==> src/rtl/score_board_if.sv <==
// Score display bundle between the game controller (master) and score_board (slave).
// Handshake: there is no valid/ready pair. score and fail are levels sampled on
// every clk_100ms tick, and all outputs are registered levels, except busy, which
// is combinational.
interface score_board_if;
    logic [15:0] score;
    logic        fail;
    logic [15:0] cur_bcd;
    logic [15:0] hi_bcd;
    logic        new_record;
    logic        record_blink;
    logic        busy;
    logic [1:0]  dbg_state;

    modport master (
        output score, fail,
        input  cur_bcd, hi_bcd, new_record, record_blink, busy, dbg_state
    );

    modport slave (
        input  score, fail,
        output cur_bcd, hi_bcd, new_record, record_blink, busy, dbg_state
    );
endinterface

==> src/rtl/score_board.sv <==
// Score display tracker. The block mirrors the controller's binary score into a
// saturating 4-digit BCD value, advancing one count per tick. It keeps the session
// high score and drives a blinking new-record flag after game over.
module score_board #(
    parameter int          BLINK_TICKS = 5,
    parameter logic [15:0] BCD_MAX     = 16'h9999
) (
    input logic          clk_100ms,
    input logic          rst,
    score_board_if.slave sb
);
    localparam int             CW       = (BLINK_TICKS > 1) ? $clog2(BLINK_TICKS) : 1;
    localparam logic [CW-1:0]  CNT_LAST = CW'(BLINK_TICKS - 1);

    typedef enum logic [1:0] {
        ST_PLAY   = 2'd0,
        ST_SETTLE = 2'd1,
        ST_COMMIT = 2'd2,
        ST_OVER   = 2'd3
    } state_e;

    state_e        state_q, state_d;
    logic [15:0]   shadow_q, shadow_d;
    logic [15:0]   hi_bin_q, hi_bin_d;
    logic [15:0]   cur_bcd_q, cur_bcd_d;
    logic [15:0]   hi_bcd_q, hi_bcd_d;
    logic          new_record_q, new_record_d;
    logic          blink_q, blink_d;
    logic [CW-1:0] blink_cnt_q, blink_cnt_d;
    logic          restart;
    logic          busy;

    // Ripple-carry increment of a 4-digit BCD value. Each digit 9 wraps to 0 and
    // carries into the next digit.
    function automatic logic [15:0] bcd_inc(input logic [15:0] v);
        logic [15:0] r;
        logic        c;
        r = v;
        c = 1'b1;
        for (int i = 0; i < 4; i++) begin
            if (c) begin
                if (r[i*4 +: 4] == 4'd9) begin
                    r[i*4 +: 4] = 4'd0;
                end else begin
                    r[i*4 +: 4] = r[i*4 +: 4] + 4'd1;
                    c           = 1'b0;
                end
            end
        end
        return r;
    endfunction

    // A score below the shadow can only mean that the controller started a new game.
    assign restart = sb.score < shadow_q;
    assign busy    = shadow_q != sb.score;

    // Next-state logic: restart first, then catch-up, then game-phase sequencing.
    always_comb begin
        state_d      = state_q;
        shadow_d     = shadow_q;
        hi_bin_d     = hi_bin_q;
        cur_bcd_d    = cur_bcd_q;
        hi_bcd_d     = hi_bcd_q;
        new_record_d = new_record_q;
        blink_d      = blink_q;
        blink_cnt_d  = blink_cnt_q;

        if (restart) begin
            shadow_d     = 16'd0;
            cur_bcd_d    = 16'd0;
            new_record_d = 1'b0;
            blink_d      = 1'b0;
            blink_cnt_d  = '0;
            state_d      = ST_PLAY;
        end else begin
            if (sb.score > shadow_q) begin
                shadow_d = shadow_q + 16'd1;
                // Once the display saturates, it holds at BCD_MAX while the shadow keeps counting.
                if (cur_bcd_q != BCD_MAX) begin
                    cur_bcd_d = bcd_inc(cur_bcd_q);
                end
            end

            case (state_q)
                ST_PLAY: begin
                    if (sb.fail) begin
                        state_d = busy ? ST_SETTLE : ST_COMMIT;
                    end
                end
                ST_SETTLE: begin
                    if (!sb.fail) begin
                        state_d = ST_PLAY;
                    end else if (!busy) begin
                        state_d = ST_COMMIT;
                    end
                end
                ST_COMMIT: begin
                    if (shadow_q > hi_bin_q) begin
                        hi_bin_d     = shadow_q;
                        hi_bcd_d     = cur_bcd_q;
                        new_record_d = 1'b1;
                        blink_cnt_d  = '0;
                        blink_d      = 1'b1;
                    end else begin
                        new_record_d = 1'b0;
                        blink_d      = 1'b0;
                    end
                    state_d = ST_OVER;
                end
                default: begin
                    if (!sb.fail) begin
                        blink_d = 1'b0;
                        state_d = ST_PLAY;
                    end else if (new_record_q) begin
                        if (blink_cnt_q == CNT_LAST) begin
                            blink_cnt_d = '0;
                            blink_d     = !blink_q;
                        end else begin
                            blink_cnt_d = blink_cnt_q + CW'(1);
                        end
                    end else begin
                        blink_d = 1'b0;
                    end
                end
            endcase
        end
    end

    // State registers; an asynchronous reset clears everything, including the high score.
    always_ff @(posedge clk_100ms or negedge rst) begin
        if (!rst) begin
            state_q      <= ST_PLAY;
            shadow_q     <= 16'd0;
            hi_bin_q     <= 16'd0;
            cur_bcd_q    <= 16'd0;
            hi_bcd_q     <= 16'd0;
            new_record_q <= 1'b0;
            blink_q      <= 1'b0;
            blink_cnt_q  <= '0;
        end else begin
            state_q      <= state_d;
            shadow_q     <= shadow_d;
            hi_bin_q     <= hi_bin_d;
            cur_bcd_q    <= cur_bcd_d;
            hi_bcd_q     <= hi_bcd_d;
            new_record_q <= new_record_d;
            blink_q      <= blink_d;
            blink_cnt_q  <= blink_cnt_d;
        end
    end

    assign sb.cur_bcd      = cur_bcd_q;
    assign sb.hi_bcd       = hi_bcd_q;
    assign sb.new_record   = new_record_q;
    assign sb.record_blink = blink_q;
    assign sb.busy         = busy;
    assign sb.dbg_state    = state_q;
endmodule

==> src/flat_wrapper.sv <==
// flat-port wrapper written by rule: the top's interface ports become plain ports
module score_board_flat 
#(
    parameter int          BLINK_TICKS = 5,
    parameter logic [15:0] BCD_MAX     = 16'h9999
)
  (clk_100ms, rst, sb_score, sb_fail, sb_cur_bcd, sb_hi_bcd, sb_new_record, sb_record_blink, sb_busy, sb_dbg_state);
  score_board_if sb_i ();
  input logic clk_100ms;
  input logic rst;
  input wire logic [$bits(sb_i.score)-1:0] sb_score;
  input wire logic [$bits(sb_i.fail)-1:0] sb_fail;
  output wire logic [$bits(sb_i.cur_bcd)-1:0] sb_cur_bcd;
  output wire logic [$bits(sb_i.hi_bcd)-1:0] sb_hi_bcd;
  output wire logic [$bits(sb_i.new_record)-1:0] sb_new_record;
  output wire logic [$bits(sb_i.record_blink)-1:0] sb_record_blink;
  output wire logic [$bits(sb_i.busy)-1:0] sb_busy;
  output wire logic [$bits(sb_i.dbg_state)-1:0] sb_dbg_state;
  assign sb_i.score = sb_score;
  assign sb_i.fail = sb_fail;
  assign sb_cur_bcd = sb_i.cur_bcd;
  assign sb_hi_bcd = sb_i.hi_bcd;
  assign sb_new_record = sb_i.new_record;
  assign sb_record_blink = sb_i.record_blink;
  assign sb_busy = sb_i.busy;
  assign sb_dbg_state = sb_i.dbg_state;
  score_board #(.BLINK_TICKS(BLINK_TICKS), .BCD_MAX(BCD_MAX)) u_core (.clk_100ms(clk_100ms), .rst(rst), .sb(sb_i));
endmodule
==> config.mk <==
export PLATFORM = sky130hd
export DESIGN_NAME = score_board_flat
export DESIGN_NICKNAME = d
export VERILOG_FILES = /design/src/rtl/score_board_if.sv /design/src/rtl/score_board.sv /design/src/flat_wrapper.sv
export SDC_FILE = /design/constraint.sdc
export NUM_CORES = 1
export LEC_CHECK = 0
export BUFFER_PORTS_ARGS = -buffer_cell sky130_fd_sc_hd__buf_4
export CAP_MARGIN = 20
export CORE_ASPECT_RATIO = 2
export CORE_MARGIN = 2
export CORE_UTILIZATION = 35
export CTS_CLUSTER_DIAMETER = 80
export DETAILED_ROUTE_END_ITERATION = 16
export GPL_ROUTABILITY_DRIVEN = 0
export PLACE_DENSITY = 0.6
export SLEW_MARGIN = 0
export SYNTH_ARGS = -nofsm -noshare
export SYNTH_HDL_FRONTEND = slang
export SYNTH_SLANG_ARGS = --single-unit
==> constraint.sdc <==
create_clock -name clk_100ms -period 3.2 [get_ports clk_100ms]
set_input_delay 0.64 -clock clk_100ms [delete_from_list [all_inputs] [get_ports clk_100ms]]
set_output_delay 0.64 -clock clk_100ms [all_outputs]
set_load 0.005 [all_outputs]
After elaboration in Yosys (flattened, before gate mapping)
Index checks and enable logic that the tools add are counted.

storage, ports and cells
  word-level logic and storage cells = 102
  bits in registers = 71

cells by class
  reductions and logical operators = 19
  add/subtract/negate cells = 6
  equality and inequality tests = 15
  bitwise operators = 1
  multiplexer cells = 47
  order comparisons = 3

operators by type and width
  operator                                                                 number
  16-bit 2-to-1 mux                                                        5
  16-bit > comparator                                                      2
  4-bit 2-to-1 mux                                                         7
  1-bit 2-to-1 mux                                                         21
  16-bit by 1-bit adder with 16-bit output, second input constant          1
  4-bit by 1-bit adder with 4-bit output, second input constant            4
  4-bit == test, second input constant                                     4
  16-bit less-than comparator                                              1
  16-bit inequality test                                                   1
  16-bit inequality test, second input constant                            1
  3-bit 2-to-1 mux                                                         5
  3-bit AND reduction                                                      5
  2-bit 2-to-1 mux                                                         6
  2-bit nonzero test                                                       6
  2-bit one-hot mux with 3 select lines                                    1
  3-bit one-hot mux with 2 select lines                                    1
  3-bit nonzero test                                                       2
  5-bit by 1-bit inequality test with 1-bit output, second input constant  1
  5-bit inequality test, second input constant                             1
  4-bit by 3-bit inequality test with 1-bit output, second input constant  1
  2-bit AND reduction                                                      2
  4-bit AND reduction                                                      1
  3-bit by 1-bit adder with 3-bit output, second input constant            1
  3-bit == test, second input constant                                     1
  10 further kinds                                                         10

Longest topological paths before layout
Gate-level depths: netlist (run 1).

  word-level depth = 17
  mapped depth = 10

Worst setup path before layout (run 1)
No wires, ideal clock.

  path type = input-to-reg
  start = input port sb_score[13]
  end = register u_core.hi_bcd_q[0], in the netlist u_core.sb.hi_bcd[0]
  arrival = 2351 ps
  data required time = 3075 ps
  slack = 724 ps
  cell stages on the path = 8
  buffers on the path = 1
  path through = ha_1 -> nand4_2 -> nor3_1 -> a21bo_1 -> o211a_2 -> nand4b_4 -> buf_6 -> mux2_4

between the ends
  cells in the longest elaborated chain, start to end = 3

ends and longest elaborated chain
  element                        line                RTL
  start: declaration             flat_wrapper.sv:11  input wire logic [$bits(sb_i.score)-1:0] sb_score;
  16-bit less-than comparator    score_board.sv:54   assign restart = sb.score < shadow_q;
  1-bit inverter (no line)       -
  3-bit AND reduction (no line)  -
  end signal: assignment         score_board.sv:145  hi_bcd_q <= hi_bcd_d;
  end: declaration               score_board.sv:26   logic [15:0] hi_bcd_q, hi_bcd_d;

Every way passes these cells.
A chain may end at the register's enable or synchronous reset.

Worst setup path in the final report (run 1)
  start = register u_core.shadow_q[3]
  end = register u_core.state_q[0], in the netlist u_core.sb.dbg_state[0]

between the ends
  cells in the longest elaborated chain, start to end = 5

ends and longest elaborated chain
  element                                                                              line                RTL
  start: declaration                                                                   score_board.sv:23   logic [15:0] shadow_q, shadow_d;
  start signal: assignment                                                             score_board.sv:142  shadow_q <= shadow_d;
  parallel branches: the longest is 5 deep, another holds 16-bit less-than comparator  -
  end signal: assignment                                                               score_board.sv:141  state_q <= state_d;
  end: declaration                                                                     score_board.sv:22   state_e state_q, state_d;

Parallel ways; which one is timed is not known. The select of a mux whose other input is x is not followed.

==> results of run 1 <==
## placed cells by master, fill, tap and decap left out, types with 2 or more instances in the layout
master / synthesis / final
a21o_1: 4 / 4
a21oi_1: 29 / 29
a311oi_1: 3 / 3
a31o_2: 2 / 2
and3b_1: 2 / 2
and4_1: 2 / 2
buf_4: 1 / 58
bufinv_16: 0 / 2
clkbuf_16: 0 / 9
clkinv_2: 0 / 4
dfrtp_1: 71 / 71
ha_1: 47 / 47
inv_1: 44 / 44
mux2_2: 2 / 2
mux2_4: 15 / 15
mux2i_1: 20 / 20
nand2_1: 19 / 19
nand3_1: 8 / 8
nand3b_1: 6 / 6
nand4_1: 5 / 5
nand4_2: 2 / 2
nor2_1: 34 / 34
nor2b_1: 3 / 3
nor3_1: 25 / 25
nor4_1: 2 / 2
o211ai_1: 2 / 2
o21a_1: 3 / 3
o21ai_0: 7 / 7
o221ai_1: 2 / 2
o31ai_1: 2 / 2
or2_2: 3 / 3
or3_1: 3 / 3
xnor2_1: 15 / 15
xor2_1: 2 / 2
## registers in the layout (all words and copies together) (netlist names)
signal	cells
u_core.sb.dbg_state	2
u_core.blink_cnt_q	3
u_core.sb.new_record	1
u_core.shadow_q	16
u_core.hi_bin_q	16
u_core.sb.hi_bcd	16
u_core.sb.record_blink	1
u_core.sb.cur_bcd	16
## worst paths after layout
kind | start | end | slack [ns] | depth (start not counted)
setup reg to reg | u_core.shadow_q[3] | u_core.sb.dbg_state[0] | 0.55 | 9
setup / recovery | u_core.shadow_q[3] | u_core.sb.dbg_state[0] | 0.55 | 9
hold reg to reg | u_core.sb.hi_bcd[13] | u_core.sb.hi_bcd[13] | 0.51 | 1
max in group asynchronous | rst | u_core.sb.hi_bcd[0] | 2.15 | 1
hold / removal | rst | u_core.hi_bin_q[9] | 0.40 | 1
min in group clk_100ms | u_core.sb.hi_bcd[13] | u_core.sb.hi_bcd[13] | 0.51 | 1
## power groups by stage
stage | Combinational (mW) | Sequential, mW | Clock [mW]
4_1_cts | 0.459 | 1.02 | 1.09
5_1_grt | 0.527 | 1.03 | 1.12
3_3_place_gp | 0.452 | 1.04 | 0
6_report | 0.453 | 1.02 | 1.05
3_5_place_dp | 0.455 | 1.04 | 0
2_1_floorplan | 0.301 | 1.02 | 0
## metal layers
metal	GRT usage	share of wire
met1	0.207	0.47
met2	0.224	0.46
met3	0.0373	0.056
met4	0.0409	0.011
met5	0	0
## logic make-up (layout without fill, tap and decap cells)
group | Yosys count | count (layout)
buffers and inverters | 57 | 120
AO/OA/AOI/OAI | 62 | 62
XOR/XNOR | 17 | 17
adder cells (fa/ha/maj) | 47 | 47
multiplexers | 37 | 37
AND/OR/NAND/NOR | 121 | 121
flip-flops | 71 | 71
## through the flow
step,instances,area (um^2),power (mW),worst slack (ns),util
after floorplan,412,4250,1.32,0.724,-
after global routing,622,5140,2.68,0.281,0.429
after CTS,622,5140,2.57,0.496,0.429
after global placement,606,4820,1.49,0.309,0.403
final,622,5140,2.52,0.553,0.429
after detailed placement,606,4820,1.49,0.296,0.403
## area by class of cell
type / instances / area share
clock inverter: 7 / 0.0171
clock buffer: 9 / 0.0438
inverter: 45 / 0.0329
timing repair buffer: 59 / 0.0887
tap: 147 / 0.0358
sequential: 71 / 0.346
multi-input combinational: 284 / 0.436
## critical path, stage by stage (launching register included)
cell and delay [ns]:
dfrtp_1 0.37, clkinv_1 0.20, ha_1 0.37, and4_1 0.26
nor4b_4 0.40, buf_4 0.26, o221ai_1 0.13, o21ai_0 0.17
a21oi_1 0.11, a311oi_1 0.26
==> impl_metrics.json, run 1 <==
{
  "rsz0062_at_grt": "false",
  "period_needed_ns": 2.65,
  "status": "finished, final reports clean",
  "yosys_warnings": 0,
  "leakage_nw": 2.66,
  "num_vias": 3098,
  "multi_input_area_um2": 2240,
  "post_cts_buffers": 0,
  "synth_compound_area_frac": 0.0927,
  "cts_buffers": 9,
  "netlist_area_um2": 4250,
  "critPathMaxFanout": 10,
  "hpwl_mm": 6.30,
  "combPwrFrac": 0.180,
  "maxCapViolCount": 0,
  "nFillCells": 1194,
  "pwr-share-clk": 0.416,
  "die_w_um": 81.9,
  "vdd_drop_max_v": 0.000431,
  "synth_mux_area_frac": 0.105,
  "worstSetupStartpointType": "register",
  "totalWireLength_mm": 8.71,
  "endpoint_kind": "register",
  "finalHoldViolations": 0,
  "grt_max_degree": 72,
  "cts-hold-fix-buffers": 0,
  "initial_core_util": 0.355,
  "htree_levels": 3,
  "cts.sinks": 71,
  "dr.first_iter.drc_count": 147,
  "slew_headroom": 0.384,
  "cp.required_ns": 3.43,
  "synth_largest_area_cell": "dfrtp_1",
  "clk_latency_ns": 0.33,
  "ys_seq_area_frac": 0.418,
  "critical_path_class": "register to register",
  "p_switching_mw": 0.686,
  "ctsRootBufferMaster": "clkbuf_16",
  "vias_per_cell": 4.98,
  "core_um2": 12000,
  "ctsLongestPathBuffers": 2,
  "drive_above_1_share": 0.217,
  "syn_inst": 412,
  "ff_latch_area_um2": 1780,
  "grt-ovfl-total": 0,
  "cts_resized": 0,
  "synth-seq-cells": 71,
  "synth.distinct_cells": 50,
  "ys_async_sr_fraction": 1.00,
  "synth_most_common_cell": "dfrtp_1",
  "fin_nets": 536,
  "route.detailed.drc": 0,
  "hold_slack_ns": 0.404,
  "avgSynthCellArea_um2": 10.3,
  "clk_pin_slew_ns": 0.06,
  "dr.pass1.iters": 4,
  "synth_edf_count": 0,
  "power_density_nw_per_um2": 491,
  "die_y_um": 160,
  "synth_top_family_by_area": "simple AND/OR/NAND/NOR gates",
  "syn-num-nets": 478,
  "internal_power_mw": 1.84,
  "area_growth_syn_to_layout_pct": 20.8,
  "worst_slew_pin_slew_ns": 0.924,
  "synthTopCellsByArea": "dfrtp_1 42%, ha_1 14%, mux2_4 5.3%",
  "synth_fa_ha_area_frac": 0.138,
  "synthDominantCellAreaShare": 0.418,
  "tns_ns": 0,
  "crit_arrival_ns": 2.88,
  "synth-xor-area-share": 0.0350,
  "synth_common_cells": "71 x dfrtp_1, 47 x ha_1, 44 x inv_1",
  "timing.final.crit_share": 0.827,
  "drv_slew": 0,
  "maxClockFrequency_ghz": 0.378,
  "hold_path_class": "input port to asynchronous set/reset pin",
  "grt_pass1_wl_mm": 15.0,
  "seqPwrFrac": 0.404,
  "grt_pass1_vias": 3071,
  "synthSimpleGateAreaFrac": 0.155,
  "finClkSkew_ns": 0.00319,
  "ys.flop_type": "dfrtp_1",
  "postRouteAntennaNets": 0,
  "rows": 57,
  "grt_usage": 0.147,
  "antenna_found_initial": 0,
  "setup_viol": 0,
  "p_sw_frac": 0.272,
  "cts_tree": "built",
  "io_buffers": 55,
  "pin_count": 56,
  "diodes": 0,
  "drt-wirelength-per-cell_um": 14.0,
  "die_area_um2": 13100
}
Power figures use the tool's default switching activity.
==> run 2, diff against run 1 <==
Settings changed: ABC_AREA set to 1, PLACE_DENSITY 0.6 to 0.62.
Clock period 3.2 ns to 2.3 ns, I/O delays scaled along.
==> impl_metrics.json, run 2 <==
{
  "hold_path_class": "input port to asynchronous set/reset pin",
  "cp_num_buf_inv": 3,
  "vdd_drop_max_v": 0.000568,
  "area_growth_syn_to_layout_pct": 24.7,
  "power_density_nw_per_um2": 889,
  "synth_fa_ha_area_frac": 0.130,
  "synth_most_common_cell": "nand2_1",
  "rows": 58,
  "synth_common_cells": "165 x nand2_1, 73 x inv_1, 71 x dfrtp_1",
  "seqPwrFrac": 0.331,
  "timing.final.crit_share": 0.969,
  "grt_max_degree": 41,
  "pwr-share-clk": 0.281,
  "drive_above_1_share": 0.202,
  "nFillCells": 1258,
  "drv_slew": 0,
  "synthSimpleGateAreaFrac": 0.300,
  "combPwrFrac": 0.388,
  "synth_largest_area_cell": "dfrtp_1",
  "ys_async_sr_fraction": 1.00,
  "slew_headroom": 0.624,
  "antenna_found_initial": 0,
  "core_um2": 12600,
  "synth_compound_area_frac": 0.0749,
  "die_area_um2": 13900,
  "period_needed_ns": 2.23,
  "syn_inst": 582,
  "synth-xor-area-share": 0.0136,
  "route.detailed.drc": 0,
  "dpl_cell_area_um2": 5250,
  "initial_core_util": 0.359,
  "design_area_um2": 5630,
  "cts_buffers": 9,
  "ctsRootBufferMaster": "clkbuf_16",
  "die_w_um": 84.3,
  "vias_per_cell": 5.15,
  "ys.flop_type": "dfrtp_1",
  "grt_usage": 0.188,
  "htree_levels": 3,
  "status": "finished, final reports clean",
  "final_common_cell": "nand2_1",
  "grt_pass1_wl_mm": 20.4,
  "cp_top_family": "flip-flops",
  "ctsLongestPathBuffers": 2,
  "postRouteAntennaNets": 0,
  "crit_arrival_ns": 1.77,
  "total_power_mw": 5.01,
  "syn-num-nets": 648,
  "finClkSkew_ns": 0.00688,
  "leakage_nw": 2.92,
  "maxCapViolCount": 0,
  "slowest_delay_ns": 0.43,
  "stdcell_count": 822,
  "synth.distinct_cells": 37,
  "yosys_warnings": 0,
  "io_buffers": 55,
  "p_switching_mw": 1.94,
  "worst_slew_pin_slew_ns": 0.564,
  "crit_path_top_delay_cell": "dfrtp_1",
  "path_cells": "inv_1 -> ha_1 -> nand3_2 -> buf_4 -> nor2_1 -> nand2_1 -> buf_4",
  "synthTopCellsByArea": "dfrtp_1 39%, nand2_1 14%, ha_1 13%",
  "num_vias": 4234,
  "internal_power_mw": 3.06,
  "worstSetupStartpointType": "register",
  "synth_mux_area_frac": 0.00444,
  "grt-ovfl-total": 0,
  "dr.pass1.iters": 4,
  "diodes": 0,
  "drt-wirelength-per-cell_um": 15.1,
  "synthDominantCellAreaShare": 0.394,
  "pin_count": 56,
  "cts-hold-fix-buffers": 0,
  "hpwl_mm": 9.75,
  "setup_viol": 0,
  "final_cell_mix": "165 x nand2_1, 86 x buf_4, 69 x dfrtp_1",
  "p_sw_frac": 0.388,
  "maxClockFrequency_ghz": 0.449,
  "clk_latency_ns": 0.34,
  "cts_tree": "built",
  "cp.required_ns": 1.84,
  "finalHoldViolations": 0,
  "cp_common_cell": "buf_4",
  "totalWireLength_mm": 12.4,
  "critPathMaxFanout": 3,
  "avgSynthCellArea_um2": 7.75,
  "dp_cells": 804,
  "die_y_um": 165,
  "synth_top_family_by_area": "simple AND/OR/NAND/NOR gates",
  "cts.sinks": 71,
  "netlist_area_um2": 4510,
  "critical_path_class": "register to primary output",
  "synth_edf_count": 0,
  "dr.first_iter.drc_count": 259,
  "synth-seq-cells": 71,
  "endpoint_kind": "primary output",
  "grt_pass1_vias": 4454,
  "ys_seq_area_frac": 0.394,
  "clk_pin_slew_ns": 0.06,
  "fin_nets": 734
}
[run 2: cell types whose count changed after synthesis, moves of 6 or more]
cell,before,now
inv_1,44,73
mux2_4,15,0
mux2i_1,20,2
nand2_1,19,165
nand2_2,0,6
nand3_1,8,56
nand4_1,5,12
nor3_1,25,12
o21ai_0,7,22
xnor2_1,15,2
[run 2: logic make-up (layout without fill, tap and decap cells)]
| logic type | count (synthesis) | after routing |
|---|---|---|
| xor gates and xnor gates | 7 | 7 |
| AOI/OAI and AO/OA | 62 | 62 |
| buffers and inverters | 89 | 179 |
| muxes | 2 | 2 |
| DFF | 71 | 71 |
| and+or+nand+nor | 304 | 304 |
| adders and majority gates | 47 | 47 |
[run 2: worst register-to-register path, cell delays in order (launching register included)]
cell,delay [ns]
dfrtp_1,0.43
inv_1,0.11
ha_1,0.31
nand2_1,0.07
nand2_1,0.04
nand2_1,0.05
nand2_1,0.04
nand3_1,0.15
nand2_2,0.09
nor2_4,0.28
buf_6,0.18
nor2_1,0.06
inv_2,0.13
o21ai_0,0.10
[run 2: area by class of cell]
cell class	count	area, um^2	area share
clock inverter	5	58.8	0.0104
tap	150	188	0.0333
inverter	76	285	0.0507
timing repair buffer	88	668	0.119
multi-input combinational	422	2410	0.428
clock buffer	10	239	0.0425
sequential	71	1780	0.316
[run 2: repair_timing]
| item | in CTS | in global routing |
|---|---|---|
| pin swaps | 0 | 2 |
| setup endpoints to repair | 1 | 55 |
| buffers inserted | 2 | 1 |
| gates resized for setup | 0 | 18 |
[run 2: stage by stage]
step	utilization	hold WS [ns]	setup WS (ns)	TNS, ns
final	0.448	0.0958	0.0709	0
after global routing	0.448	0.150	-0.00825	-0.00825
after CTS	0.443	0.123	0.00156	0
after detailed placement	0.418	0.458	-0.0475	-0.111
after global placement	0.418	0.453	-0.0541	-0.130
after floorplan	-	0.164	0.337	0
[run 2: final timing paths]
path | start | to | slack, ns | cells after the start
setup / recovery | u_core.shadow_q[5] | sb_busy | 0.07 | 7
hold / removal | rst | u_core.sb.hi_bcd[4] | 0.1 | 1
setup reg to reg | u_core.shadow_q[5] | u_core.shadow_q[13] | 0.12 | 13
hold reg to reg | u_core.hi_bin_q[10] | u_core.hi_bin_q[10] | 0.47 | 2
max in group asynchronous | rst | u_core.sb.hi_bcd[8] | 1.54 | 2
min in group clk_100ms | u_core.hi_bin_q[10] | u_core.hi_bin_q[10] | 0.47 | 2
[run 2: metal layers]
layer / part of all wire / GRT usage / vias to the layer above
li1: - / - / 2080
met1: 0.34 / 0.168 / 1997
met2: 0.58 / 0.378 / 108
met3: 0.025 / 0.0220 / 49
met4: 0.056 / 0.126 / 0
met5: 0 / 0 / -
[run 2: power by group through the flow]
stage               Combinational (mW)  Clock (mW)  Sequential [mW]
floorplan                         1.23           0             1.64
global placement                  1.83           0             1.67
detailed placement                1.90           0             1.68
CTS                               1.91        1.43             1.66
global route                      2.18        1.48             1.69
finish                            1.94        1.41             1.66
==> run 3, diff against run 2 <==
Settings changed: BUFFER_PORTS_ARGS -buffer_cell sky130_fd_sc_hd__buf_4 to -buffer_cell sky130_fd_sc_hd__buf_2, CORE_ASPECT_RATIO 2 to 1.1.
==> impl_metrics.json, run 3 (synthesized netlist as in run 2, its figures left out) <==
{
  "crit_path_top_delay_cell": "dfrtp_1",
  "postRouteAntennaNets": 0,
  "wl_met2_mm": 5.79,
  "cts.sinks": 71,
  "cts-hold-fix-buffers": 0,
  "grt_pass1_vias": 3933,
  "status": "finished, final reports clean",
  "rr_worst_depth": 13,
  "maxClockFrequency_ghz": 0.462,
  "die_y_um": 123,
  "slew_headroom": 0.556,
  "core_um2": 12600,
  "worst_slew_pin_slew_ns": 0.666,
  "grt_max_degree": 37,
  "clk_pin_slew_ns": 0.06,
  "drv_slew": 0,
  "pin_count": 56,
  "clk_latency_ns": 0.33,
  "grt-ovfl-total": 0,
  "totalWireLength_mm": 11.5,
  "antenna_found_initial": 0,
  "leakage_nw": 2.90,
  "cp_num_buf_inv": 2,
  "routed.top_layer": "met4",
  "maxCapViolCount": 0,
  "cp.required_ns": 1.84,
  "cp.depth": 8,
  "hold_path_class": "input port to asynchronous set/reset pin",
  "critPathMaxFanout": 5,
  "grt_pass1_wl_mm": 18.6,
  "io_buffers": 55,
  "diodes": 0,
  "area_growth_syn_to_layout_pct": 22.5,
  "htree_levels": 3,
  "route.detailed.drc": 0,
  "grt_usage": 0.167,
  "ctsLongestPathBuffers": 2,
  "ctsRootBufferMaster": "clkbuf_16",
  "dr.pass1.iters": 5,
  "cp_top_family": "simple AND/OR/NAND/NOR gates",
  "die_area_um2": 13800,
  "critical_path_class": "register to primary output",
  "period_needed_ns": 2.16,
  "route.met3.wl_um": 540,
  "total_power_mw": 5.10,
  "num_vias": 4177,
  "fin_nets": 730,
  "drt-wirelength-per-cell_um": 14.0,
  "finClkSkew_ns": 0.00699,
  "final_cell_mix": "164 x nand2_1, 69 x inv_1, 69 x dfrtp_1",
  "cp_common_cell": "nand2_1",
  "power_density_nw_per_um2": 922,
  "hpwl_mm": 8.18,
  "rsz0062_at_grt": "true",
  "wirelength_met1_mm": 5.01,
  "worstSetupStartpointType": "register",
  "drive_above_1_share": 0.202,
  "tns_ns": 0,
  "slowest_delay_ns": 0.39,
  "final_common_cell": "nand2_1",
  "vdd_drop_max_v": 0.000691,
  "setup_viol": 0,
  "vias_per_cell": 5.06,
  "endpoint_kind": "primary output",
  "dr.first_iter.drc_count": 234,
  "die_w_um": 112,
  "rows": 43,
  "path_cells": "inv_2 -> ha_1 -> nand2_1 -> nor2_4 -> nand3_1 -> nor2_1 -> nand2_1 -> buf_2",
  "cts_tree": "built",
  "initial_core_util": 0.358,
  "finalHoldViolations": 0,
  "timing.final.crit_share": 0.941,
  "cts_buffers": 9,
  "crit_arrival_ns": 1.70
}
## run 3: cell count changes in the layout (fill, tap and decap cells not counted), sizes merged
cell	previous run	this run
buf	88	82
clkinvlp	2	4
nand2	172	173
## run 3: per-layer routing
| layer | vias up | GRT usage |
|---|---|---|
| li1 | 2069 | - |
| met1 | 1976 | 0.210 |
| met2 | 117 | 0.289 |
| met3 | 15 | 0.0304 |
| met4 | 0 | 0.0595 |
| met5 | - | 0 |
## run 3: cell type report
class / instances / area [um^2]
Fill cell: 1298 / 7060
Multi-Input combinational cell: 423 / 2420
Sequential cell: 71 / 1780
Timing Repair Buffer: 83 / 544
Inverter: 76 / 285
Clock buffer: 9 / 225
Tap cell: 157 / 196
Clock inverter: 7 / 73.8
## run 3: path summary, 6_finish.rpt
check                      slack [ns]                   end            startpoint
min in group clk_100ms           0.47  u_core.sb.hi_bcd[14]  u_core.sb.hi_bcd[14]
max reg2reg                      0.14  u_core.sb.hi_bcd[13]   u_core.shadow_q[15]
min                              0.16    u_core.shadow_q[8]                   rst
max                              0.14               sb_busy   u_core.shadow_q[15]
min reg2reg                      0.47  u_core.sb.hi_bcd[14]  u_core.sb.hi_bcd[14]
max in group asynchronous        1.57    u_core.shadow_q[2]                   rst
## run 3: power breakdown
part           total, mW  switching, mW  internal (mW)
Clock               1.39          0.547          0.838
Combinational       2.06           1.27          0.793
Sequential          1.65          0.198           1.45
Total               5.10           2.01           3.08
## run 3: stage by stage
stage,worst slack (ns),std cells,instance area (um^2),hold WS [ns],util
floorplan,0.337,582,4510,0.164,-
global placement,0.0746,806,5120,0.453,0.407
detailed placement,-0.00790,806,5120,0.458,0.407
CTS,0.0670,822,5420,0.178,0.430
global route,-0.0254,826,5530,0.198,0.439
finish,0.137,826,5530,0.161,0.439
## run 3: what timing repair did
item	CTS	global route
endpoints found under the hold margin	0	0
resized for setup	0	22
buffers inserted	0	1
endpoints found under the setup margin	0	57
